$ cat config.mk
export PLATFORM = sky130hd
export DESIGN_NAME = seg7_scan_decoder_flat
export DESIGN_NICKNAME = d
export VERILOG_FILES = /design/src/rtl/seg7_if.sv /design/src/rtl/seg7_scan_decoder.sv /design/src/flat_wrapper.sv
export SDC_FILE = /design/constraint.sdc
export NUM_CORES = 1
export LEC_CHECK = 0
export BUFFER_PORTS_ARGS = -buffer_cell sky130_fd_sc_hd__buf_2
export CORE_UTILIZATION = 51
export DETAILED_ROUTE_END_ITERATION = 7
export GPL_TIMING_DRIVEN = 0
export PLACE_DENSITY = 0.67
export SYNTH_ARGS = -nofsm -noshare
export SYNTH_HDL_FRONTEND = slang
export SYNTH_SLANG_ARGS = --single-unit
$ cat constraint.sdc
create_clock -name clk -period 4.84 [get_ports clk]
set_input_delay 0.242 -clock clk [delete_from_list [all_inputs] [get_ports clk]]
set_output_delay 0.242 -clock clk [all_outputs]
set_load 0.02 [all_outputs]
$ cat src/rtl/seg7_if.sv
// Multiplexed 7-segment bus plus the decoded-word output port.
// SEG7_DP_EN adds the decimal point input (dp) and its decoded output (out_dp).
// Valid/ready: a word moves on a rising edge where out_valid && out_ready.
// While out_valid is high, out_value/out_err (and out_dp) stay stable.
interface seg7_if #(parameter int NDIG = 4);
  logic [NDIG-1:0]   an;
  logic [6:0]        a_to_g;
  logic [4*NDIG-1:0] out_value;
  logic [NDIG-1:0]   out_err;
  logic              out_valid;
  logic              out_ready;
  logic              overrun;
`ifdef SEG7_DP_EN
  logic              dp;
  logic [NDIG-1:0]   out_dp;

  modport master (output an, a_to_g, dp, out_ready,
                  input  out_value, out_err, out_dp, out_valid, overrun);
  modport slave  (input  an, a_to_g, dp, out_ready,
                  output out_value, out_err, out_dp, out_valid, overrun);
`else
  modport master (output an, a_to_g, out_ready,
                  input  out_value, out_err, out_valid, overrun);
  modport slave  (input  an, a_to_g, out_ready,
                  output out_value, out_err, out_valid, overrun);
`endif
endinterface

$ cat src/rtl/seg7_scan_decoder.sv
// Receive side of a multiplexed 7-segment display bus.
// Samples the active-low digit enables and segments, then waits for each digit
// to dwell long enough. It decodes each stable digit back to a nibble and
// assembles one NDIG-digit word per scan frame.
// Optional feature macro: SEG7_DP_EN (decimal point input dp / output out_dp).
module seg7_scan_decoder #(
  parameter int NDIG       = 4,
  parameter int STABLE_CYC = 4
) (
  input logic   clk,
  input logic   clr,
  seg7_if.slave bus
);
  localparam int CW = (STABLE_CYC > 2) ? $clog2(STABLE_CYC) : 1;
  localparam logic [CW-1:0] CNT_MAX = CW'(STABLE_CYC - 1);
  localparam logic [CW-1:0] CNT_CAP = CW'(STABLE_CYC - 2);

  logic [NDIG-1:0]   an_r, an_p;
  logic [6:0]        seg_r, seg_p;
  logic [CW-1:0]     cnt;
  logic              done;
  logic [NDIG-1:0]   seen;
  logic [4*NDIG-1:0] slots;
  logic [NDIG-1:0]   slot_err;
  logic [4*NDIG-1:0] value_q;
  logic [NDIG-1:0]   err_q;
  logic              valid_q, overrun_q;
  logic              legal, same, cap, frame_done;
  logic [3:0]        dec_nib;
  logic              dec_bad;
`ifdef SEG7_DP_EN
  logic              dp_r, dp_p;
  logic [NDIG-1:0]   slot_dp, dp_q;
`endif

  // Register the raw bus once and keep the previous sample for the stability compare.
  always_ff @(posedge clk) begin
    if (clr) begin
      an_r  <= '0;
      an_p  <= '0;
      seg_r <= '0;
      seg_p <= '0;
`ifdef SEG7_DP_EN
      dp_r  <= 1'b0;
      dp_p  <= 1'b0;
`endif
    end else begin
      an_r  <= bus.an;
      an_p  <= an_r;
      seg_r <= bus.a_to_g;
      seg_p <= seg_r;
`ifdef SEG7_DP_EN
      dp_r  <= bus.dp;
      dp_p  <= dp_r;
`endif
    end
  end

  // Legal select, dwell stability, and the single capture strobe per dwell.
  always_comb begin
    legal = ($countones(~an_r) == 1);
`ifdef SEG7_DP_EN
    same  = (an_r == an_p) && (seg_r == seg_p) && (dp_r == dp_p);
`else
    same  = (an_r == an_p) && (seg_r == seg_p);
`endif
    cap        = legal && same && !done && (cnt == CNT_CAP);
    frame_done = &seen;
  end

  // Invert the hex -> segment code; unknown patterns decode to 0 and flag an error.
  always_comb begin
    dec_nib = 4'h0;
    dec_bad = 1'b0;
    case (seg_r)
      7'b0000001: dec_nib = 4'h0;
      7'b1001111: dec_nib = 4'h1;
      7'b0010010: dec_nib = 4'h2;
      7'b0000110: dec_nib = 4'h3;
      7'b1001100: dec_nib = 4'h4;
      7'b0100100: dec_nib = 4'h5;
      7'b0100000: dec_nib = 4'h6;
      7'b0001111: dec_nib = 4'h7;
      7'b0000000: dec_nib = 4'h8;
      7'b0000100: dec_nib = 4'h9;
      7'b0001000: dec_nib = 4'hA;
      7'b1100000: dec_nib = 4'hB;
      7'b0110001: dec_nib = 4'hC;
      7'b1000010: dec_nib = 4'hD;
      7'b0110000: dec_nib = 4'hE;
      7'b0111000: dec_nib = 4'hF;
      default:    dec_bad = 1'b1;
    endcase
  end

  // Dwell counter saturates at STABLE_CYC-1; done blocks a second capture in one dwell.
  always_ff @(posedge clk) begin
    if (clr) begin
      cnt  <= '0;
      done <= 1'b0;
    end else begin
      if (!legal || !same) cnt <= '0;
      else if (cnt != CNT_MAX) cnt <= cnt + 1'b1;
      if (!same) done <= 1'b0;
      else if (cap) done <= 1'b1;
    end
  end

  // Write the captured digit into its slot and track which digits this frame has seen.
  always_ff @(posedge clk) begin
    if (clr) begin
      seen     <= '0;
      slots    <= '0;
      slot_err <= '0;
`ifdef SEG7_DP_EN
      slot_dp  <= '0;
`endif
    end else begin
      seen <= (frame_done ? '0 : seen) | (cap ? ~an_r : '0);
      for (int i = 0; i < NDIG; i++) begin
        if (cap && !an_r[i]) begin
          slots[4*i +: 4] <= dec_nib;
          slot_err[i]     <= dec_bad;
`ifdef SEG7_DP_EN
          slot_dp[i]      <= ~dp_r;
`endif
        end
      end
    end
  end

  // Output word register: load a complete frame when the port is free, else flag overrun.
  always_ff @(posedge clk) begin
    if (clr) begin
      value_q   <= '0;
      err_q     <= '0;
      valid_q   <= 1'b0;
      overrun_q <= 1'b0;
`ifdef SEG7_DP_EN
      dp_q      <= '0;
`endif
    end else if (frame_done && (!valid_q || bus.out_ready)) begin
      value_q <= slots;
      err_q   <= slot_err;
      valid_q <= 1'b1;
`ifdef SEG7_DP_EN
      dp_q    <= slot_dp;
`endif
    end else begin
      if (frame_done) overrun_q <= 1'b1;
      if (valid_q && bus.out_ready) valid_q <= 1'b0;
    end
  end

  assign bus.out_value = value_q;
  assign bus.out_err   = err_q;
  assign bus.out_valid = valid_q;
  assign bus.overrun   = overrun_q;
`ifdef SEG7_DP_EN
  assign bus.out_dp    = dp_q;
`endif
endmodule
$ cat src/flat_wrapper.sv
// flat-port wrapper written by rule: the top's interface ports become plain ports
module seg7_scan_decoder_flat 
#(
  parameter int NDIG       = 4,
  parameter int STABLE_CYC = 4
)
  (clk, clr, bus_an, bus_a_to_g, bus_out_ready, bus_out_value, bus_out_err, bus_out_valid, bus_overrun);
  seg7_if #(.NDIG(NDIG)) bus_i ();
  input logic clk;
  input logic clr;
  input wire logic [$bits(bus_i.an)-1:0] bus_an;
  input wire logic [$bits(bus_i.a_to_g)-1:0] bus_a_to_g;
  input wire logic [$bits(bus_i.out_ready)-1:0] bus_out_ready;
  output wire logic [$bits(bus_i.out_value)-1:0] bus_out_value;
  output wire logic [$bits(bus_i.out_err)-1:0] bus_out_err;
  output wire logic [$bits(bus_i.out_valid)-1:0] bus_out_valid;
  output wire logic [$bits(bus_i.overrun)-1:0] bus_overrun;
  assign bus_i.an = bus_an;
  assign bus_i.a_to_g = bus_a_to_g;
  assign bus_i.out_ready = bus_out_ready;
  assign bus_out_value = bus_i.out_value;
  assign bus_out_err = bus_i.out_err;
  assign bus_out_valid = bus_i.out_valid;
  assign bus_overrun = bus_i.overrun;
  seg7_scan_decoder #(.NDIG(NDIG), .STABLE_CYC(STABLE_CYC)) u_core (.clk(clk), .clr(clr), .bus(bus_i));
endmodule
==> results of run 1 <==
critical path, stage by stage, from the launching register on:
cell and delay (ns):
sky130_fd_sc_hd__dfxtp_1 0.41, sky130_fd_sc_hd__inv_1 0.09, sky130_fd_sc_hd__ha_1 0.31, sky130_fd_sc_hd__ha_1 0.23, sky130_fd_sc_hd__fa_1 0.44, sky130_fd_sc_hd__and4bb_2 0.37, sky130_fd_sc_hd__nand4_1 0.16, sky130_fd_sc_hd__nor4_4 0.51
sky130_fd_sc_hd__mux2i_1 0.26, sky130_fd_sc_hd__nor2_1 0.06
path summary, 6_finish.rpt:
check | depth (start not counted) | slack (ns) | to | from
setup / recovery | 9 | 1.88 | u_core.slots[14] | u_core.an_r[2]
hold / removal | 2 | 0.11 | u_core.seg_r[5] | bus_a_to_g[5]
setup reg to reg | 9 | 1.88 | u_core.slots[14] | u_core.an_r[2]
hold reg to reg | 2 | 0.45 | u_core.bus.out_value[4] | u_core.bus.out_value[4]
kinds of logic after synthesis:
group           after synthesis  share of synthesized area
simple gates                140                     0.2611
flops                        71                     0.4737
compound gates               39                    0.07965
buf+inv                      24                    0.03503
mux                          20                    0.06672
xor+xnor                     15                    0.05630
fa+ha+maj                     6                    0.02752
flip-flops by register name, indices dropped and copies added (netlist names), 2 cells and up:
register and cells:
u_core.slots 16, u_core.cnt 2, u_core.seen 4, u_core.an_p 4, u_core.an_r 4, u_core.seg_p 7
u_core.seg_r 7, u_core.slot_err 4, u_core.bus.out_err 4, u_core.bus.out_value 16
Yosys cell counts, drive strengths merged, types with 6 or more instances:
cell    instances
a21oi          29
buf             7
clkbuf         11
dfxtp          71
inv             6
mux2i          20
nand2          46
nand4           8
nor2           39
nor2b          20
xnor2          13
cell type report:
type / instances / area, um^2
buffer: 18 / 82.58
clock buffer: 11 / 141.4
clock inverter: 5 / 81.33
fill: 490 / 2086
inverter: 6 / 22.52
multi-input combinational: 220 / 1474
sequential: 71 / 1421
tap: 72 / 90.09
timing repair buffer: 35 / 175.2
cells in the final DEF, fill, tap and decap left out, drive strengths merged, types with 8 or more instances in the layout:
cell and instances:
nor2 39, buf 42, a21oi 29, dfxtp 71, clkbuf 22, xnor2 13
nor2b 20, nand4 8, mux2i 20, nand2 46
power by group through the flow:
stage | combinational [mW] | clock [mW] | sequential [mW]
after CTS | 0.0954 | 0.533 | 0.600
final | 0.0946 | 0.522 | 0.600
after detailed placement | 0.0951 | 0 | 0.614
after floorplan | 0.0730 | 0 | 0.612
after global routing | 0.106 | 0.564 | 0.601
after global placement | 0.0922 | 0 | 0.614
routing by layer:
layer / vias up / part of all wire / GRT usage
met5: - / 0 / 0
met4: 0 / 0.0047 / 0.08333
met3: 2 / 0.043 / 0.06437
met2: 52 / 0.48 / 0.3365
met1: 1041 / 0.47 / 0.2675
li1: 1151 / - / -
metrics by stage:
step / instances / hold slack, ns / util
6_report: 438 / 0.1106 / 0.6258
5_1_grt: 438 / 0.1024 / 0.6258
4_1_cts: 438 / 0.09509 / 0.6258
3_5_place_dp: 422 / 0.4437 / 0.5859
3_3_place_gp: 422 / 0.4404 / 0.5859
2_1_floorplan: 315 / 0.3702 / -
==> impl_metrics.yaml, run 1 <==
pwr:
  swShare: 0.2314
  net-switching-power_uw: 281.6
  share_seq_of_total_power: 0.493
  power.leakage_nw: 1.325
  clock_power_share: 0.429
  internal_power_uw: 935.6
  total_power_mw: 1.217
  pwr_density_cell_nw_per_um2: 349.0
  power.ir.vdd_worst_mv: 0.1807
  comb_pwr_share: 0.078
global_route:
  antenna_found_initial: 0
  maximum_number_of_pins_on_one_net_before_global_route_repair: 13
  grt_pass1_wl_um: 9977
  grtUsageTotal: 0.2115
  grt_pass1_vias: 2106
  grt_remaining_overflow: 0
routing:
  number_of_nets_with_antenna_violations_after_detailed_routing: 0
  detailroute.via_count: 2246
  first_pass_iters: 4
  initialDrtViolationCount: 111
  vias_per_cell: 5.128
  wire_per_inst_um: 13.11
  drt_drc_violations_left: 0
  total_wire_length_um: 5740
layout:
  antennaDiodeCount: 0
  synthToLayoutAreaGrowth_pct: 16.26
  proportion_of_layout_cells_with_a_drive_suffix_above_1: 0.1913
  layout.cell_area.non_filler_um2: 3488
  finalNetCount: 381
timing:
  hold_viol: 0
  timing.final.crit_share: 0.6120
  final.setup.tns_ns: 0
  timing.final.ws_setup_ns: 1.878
  worst_case_clock_skew_ns: 0.008441
  setup_repair_after_global_routing_missed_its_margin: "false"
  report.final.setup_viol: 0
  tightest_slew_ns: 0.7276
  timing.slew.headroom: 0.5073
  fmaxAchievable_ghz: 0.3376
  timing.final.crit_period_ns: 2.962
  maxSlewViolCount: 0
placed_design:
  placed_cell_area_um2: 3266
  place_congestion: 0.8779
  buffer_ports.inserted: 35
  post-place-ws_ns: 1.863
  post-dp-hpwl_um: 4132
synth:
  yosys.area.top_type: "sky130_fd_sc_hd__dfxtp_1"
  synth_top_area_share: 0.4737
  synth.distinct_cells: 42
  yosysSeqAreaShare: 0.4737
  synthesis.area_per_instance_um2: 9.525
  yosys_warnings: 0
  postSynthRegisterBits: 71
  post_synth_main_area_contributors: "sky130_fd_sc_hd__dfxtp_1, sky130_fd_sc_hd__mux2i_1, sky130_fd_sc_hd__nand2_1, sky130_fd_sc_hd__nor2_1, sky130_fd_sc_hd__a21oi_1"
  synth-main-ff-cell: "sky130_fd_sc_hd__dfxtp_1"
  synth_area_um2: 3000
  synthesis.nets: 335
  synthArstFlopShare: 0
  synth_enable_flop_cells: 0
  syn-instance-count: 315
floorplan:
  chipHeight_um: 78.70
  coreArea_um2: 5574
  rows: 27
  dieWidth_um: 78.70
  design.portCount: 36
  floorplan.die_area_um2: 6194
  initial_utilization: 0.5383
setup_path:
  critical_path_peak_fanout: 6
  worst-endpoint-arrival_ns: 3.17
  timing.critical_path.from_type: "register"
  endpoint_kind: "register"
  path_class: "register to register"
  worst_ep_required_time_ns: 5.05
clocking:
  clk_pin_slew_ns: 0.07
  tritoncts: "built"
  holdBufCountCts: 0
  cts-resized-gates: 0
  tritoncts.num_buffers: 9
  number_of_clock_sinks: 71
  cts-root-buf: "sky130_fd_sc_hd__clkbuf_8"
  clk_latency_ns: 0.34
  htree_num_levels: 3
  clock_tree.buffer_depth: 2
  cts.repair_timing.setup_buffer_count: 0
hold_path:
  hold_path_class: "input pin to register"
job:
  drv_cap: 0
run_status:
  run_status: "finished clean"
No activity file was read; power rests on OpenSTA's default activity.
==> run 2: changes to the inputs <==
==> constraint.sdc (replaced) <==
create_clock -name clk -period 2.9 [get_ports clk]
set_input_delay 0.145 -clock clk [delete_from_list [all_inputs] [get_ports clk]]
set_output_delay 0.145 -clock clk [all_outputs]
set_load 0.02 [all_outputs]
==> impl_metrics.yaml, run 2 (synthesis results as in run 1) <==
floorplan:
  design.portCount: 36
  rows: 27
  initial_utilization: 0.5383
  coreArea_um2: 5574
  chipHeight_um: 78.70
  dieWidth_um: 78.70
  floorplan.die_area_um2: 6194
setup_path:
  critical_path_peak_fanout: 6
  critical_path.top_delay_family: "adder cells"
  worst-endpoint-arrival_ns: 3.05
  critical-path-max-stage-delay_ns: 0.47
  timing.critical_path.from: "u_core.an_r[3]"
  critical_path.cell_chain: "inv_1 > ha_1 > ha_2 > fa_1 > and4bb_2 > nand4_1 > nor4_4 > buf_4 > mux2i_1 > nor2_1"
  slowest_stage: "sky130_fd_sc_hd__fa_1"
  regToRegStartpoint: "u_core.an_r[3]"
  worst_ep_required_time_ns: 3.11
  endpoint_kind: "register"
  timing.critical_path.from_type: "register"
  worst_path_buf_inv: 2
  path_class: "register to register"
layout:
  layout.cell_area.non_filler_um2: 3651
  antennaDiodeCount: 0
  most-common-layout-cells: "sky130_fd_sc_hd__dfxtp_1, sky130_fd_sc_hd__nand2_1, sky130_fd_sc_hd__nor2_1"
  finalNetCount: 399
  fin_cells: 456
  mostFrequentLayoutCell: "sky130_fd_sc_hd__dfxtp_1"
  proportion_of_layout_cells_with_a_drive_suffix_above_1: 0.2370
  synthToLayoutAreaGrowth_pct: 21.68
routing:
  initialDrtViolationCount: 99
  detailroute.via_count: 2307
  number_of_nets_with_antenna_violations_after_detailed_routing: 0
  drt_drc_violations_left: 0
  first_pass_iters: 4
  wire_per_inst_um: 13.08
  total_wire_length_um: 5966
  vias_per_cell: 5.059
timing:
  maxSlewViolCount: 0
  tightest_slew_ns: 0.7025
  report.final.setup_viol: 0
  timing.final.crit_share: 0.9792
  timing.slew.headroom: 0.5243
  timing.final.crit_period_ns: 2.840
  worst_case_clock_skew_ns: 0.008025
  fmaxAchievable_ghz: 0.3522
  hold_viol: 0
pwr:
  total_power_mw: 2.052
  power.leakage_nw: 1.417
  swShare: 0.2336
  power.ir.vdd_worst_mv: 0.3040
  clock_power_share: 0.427
  comb_pwr_share: 0.085
  share_seq_of_total_power: 0.487
  pwr_density_cell_nw_per_um2: 562.0
  net-switching-power_uw: 479.3
  internal_power_mw: 1.572
placed_design:
  placed_cell_area_um2: 3266
  buffer_ports.inserted: 35
  post-dp-hpwl_um: 4132
  place_congestion: 0.8779
  placed_cells: 422
clocking:
  number_of_clock_sinks: 71
  tritoncts: "built"
  cts-root-buf: "sky130_fd_sc_hd__clkbuf_8"
  htree_num_levels: 3
  tritoncts.num_buffers: 9
  clk_latency_ns: 0.34
  clk_pin_slew_ns: 0.07
  clock_tree.buffer_depth: 2
hold_path:
  hold_path_class: "input pin to register"
  timing.hold.worst.start: "bus_a_to_g[0]"
global_route:
  antenna_found_initial: 0
  grt_remaining_overflow: 0
  grt_pass1_vias: 2128
  maximum_number_of_pins_on_one_net_before_global_route_repair: 13
  grt_pass1_wl_um: 10050
  grtUsageTotal: 0.2127
run_status:
  run_status: "finished clean"
job:
  drv_cap: 0
[run 2: cell types whose count changed in the layout (fill, tap and decap cells not counted), sizes merged]
cell         previous run  this run
dlygate4sd3             0         3
buf                    42        57
[run 2: final timing paths]
kind	end	slack, ns	cells after the start
min	u_core.seg_r[0]	0.01	2
max reg2reg	u_core.slots[0]	0.06	10
max	u_core.slots[0]	0.06	10
min reg2reg	u_core.bus.out_value[4]	0.45	2
[run 2: stage by stage]
stage | setup WS (ns) | hold WS (ns) | TNS, ns | utilization
6_report | 0.06045 | 0.01366 | 0 | 0.6550
2_1_floorplan | 0.3028 | 0.2732 | 0 | -
5_1_grt | -0.07458 | 0.008151 | -0.2931 | 0.6550
3_3_place_gp | 0.009329 | 0.3540 | 0 | 0.5859
3_5_place_dp | -0.07657 | 0.3591 | -0.4977 | 0.5859
4_1_cts | 0.03089 | 0.0003991 | 0 | 0.6334
[run 2: repair_timing]
action | 4_1_cts | 5_1_grt
buffers inserted | 4 | 11
setup endpoints to repair | 16 | 17
hold buffers | 1 | 2
pin swaps | 2 | 10
resized for setup | 2 | 8
hold endpoints to repair | 1 | 2
[run 2: area by class of cell]
class	count	area (um^2)
repair buffers	53	325.3
flip-flops and latches	71	1431
plain buffers	18	82.58
fillers	474	1923
clock buffers	11	141.4
clock inverters	5	81.33
well taps	72	90.09
multi-input cells	220	1476
inverters	6	22.52
[run 2: metal layers]
layer,up-vias,wire [um],global-route usage
met2,49,2820,0.3417
met5,-,0,0
met1,1063,2800,0.2697
met3,8,248,0.06207
met4,0,95,0.07963
li1,1187,-,-
[run 2: power by group through the flow]
stage | clock network [mW] | logic, mW | registers (mW)
after global placement | 0 | 0.154 | 1.02
after detailed placement | 0 | 0.159 | 1.02
after floorplan | 0 | 0.122 | 1.02
after global routing | 0.943 | 0.193 | 1.00
final | 0.877 | 0.175 | 1.00
after CTS | 0.889 | 0.161 | 1.00
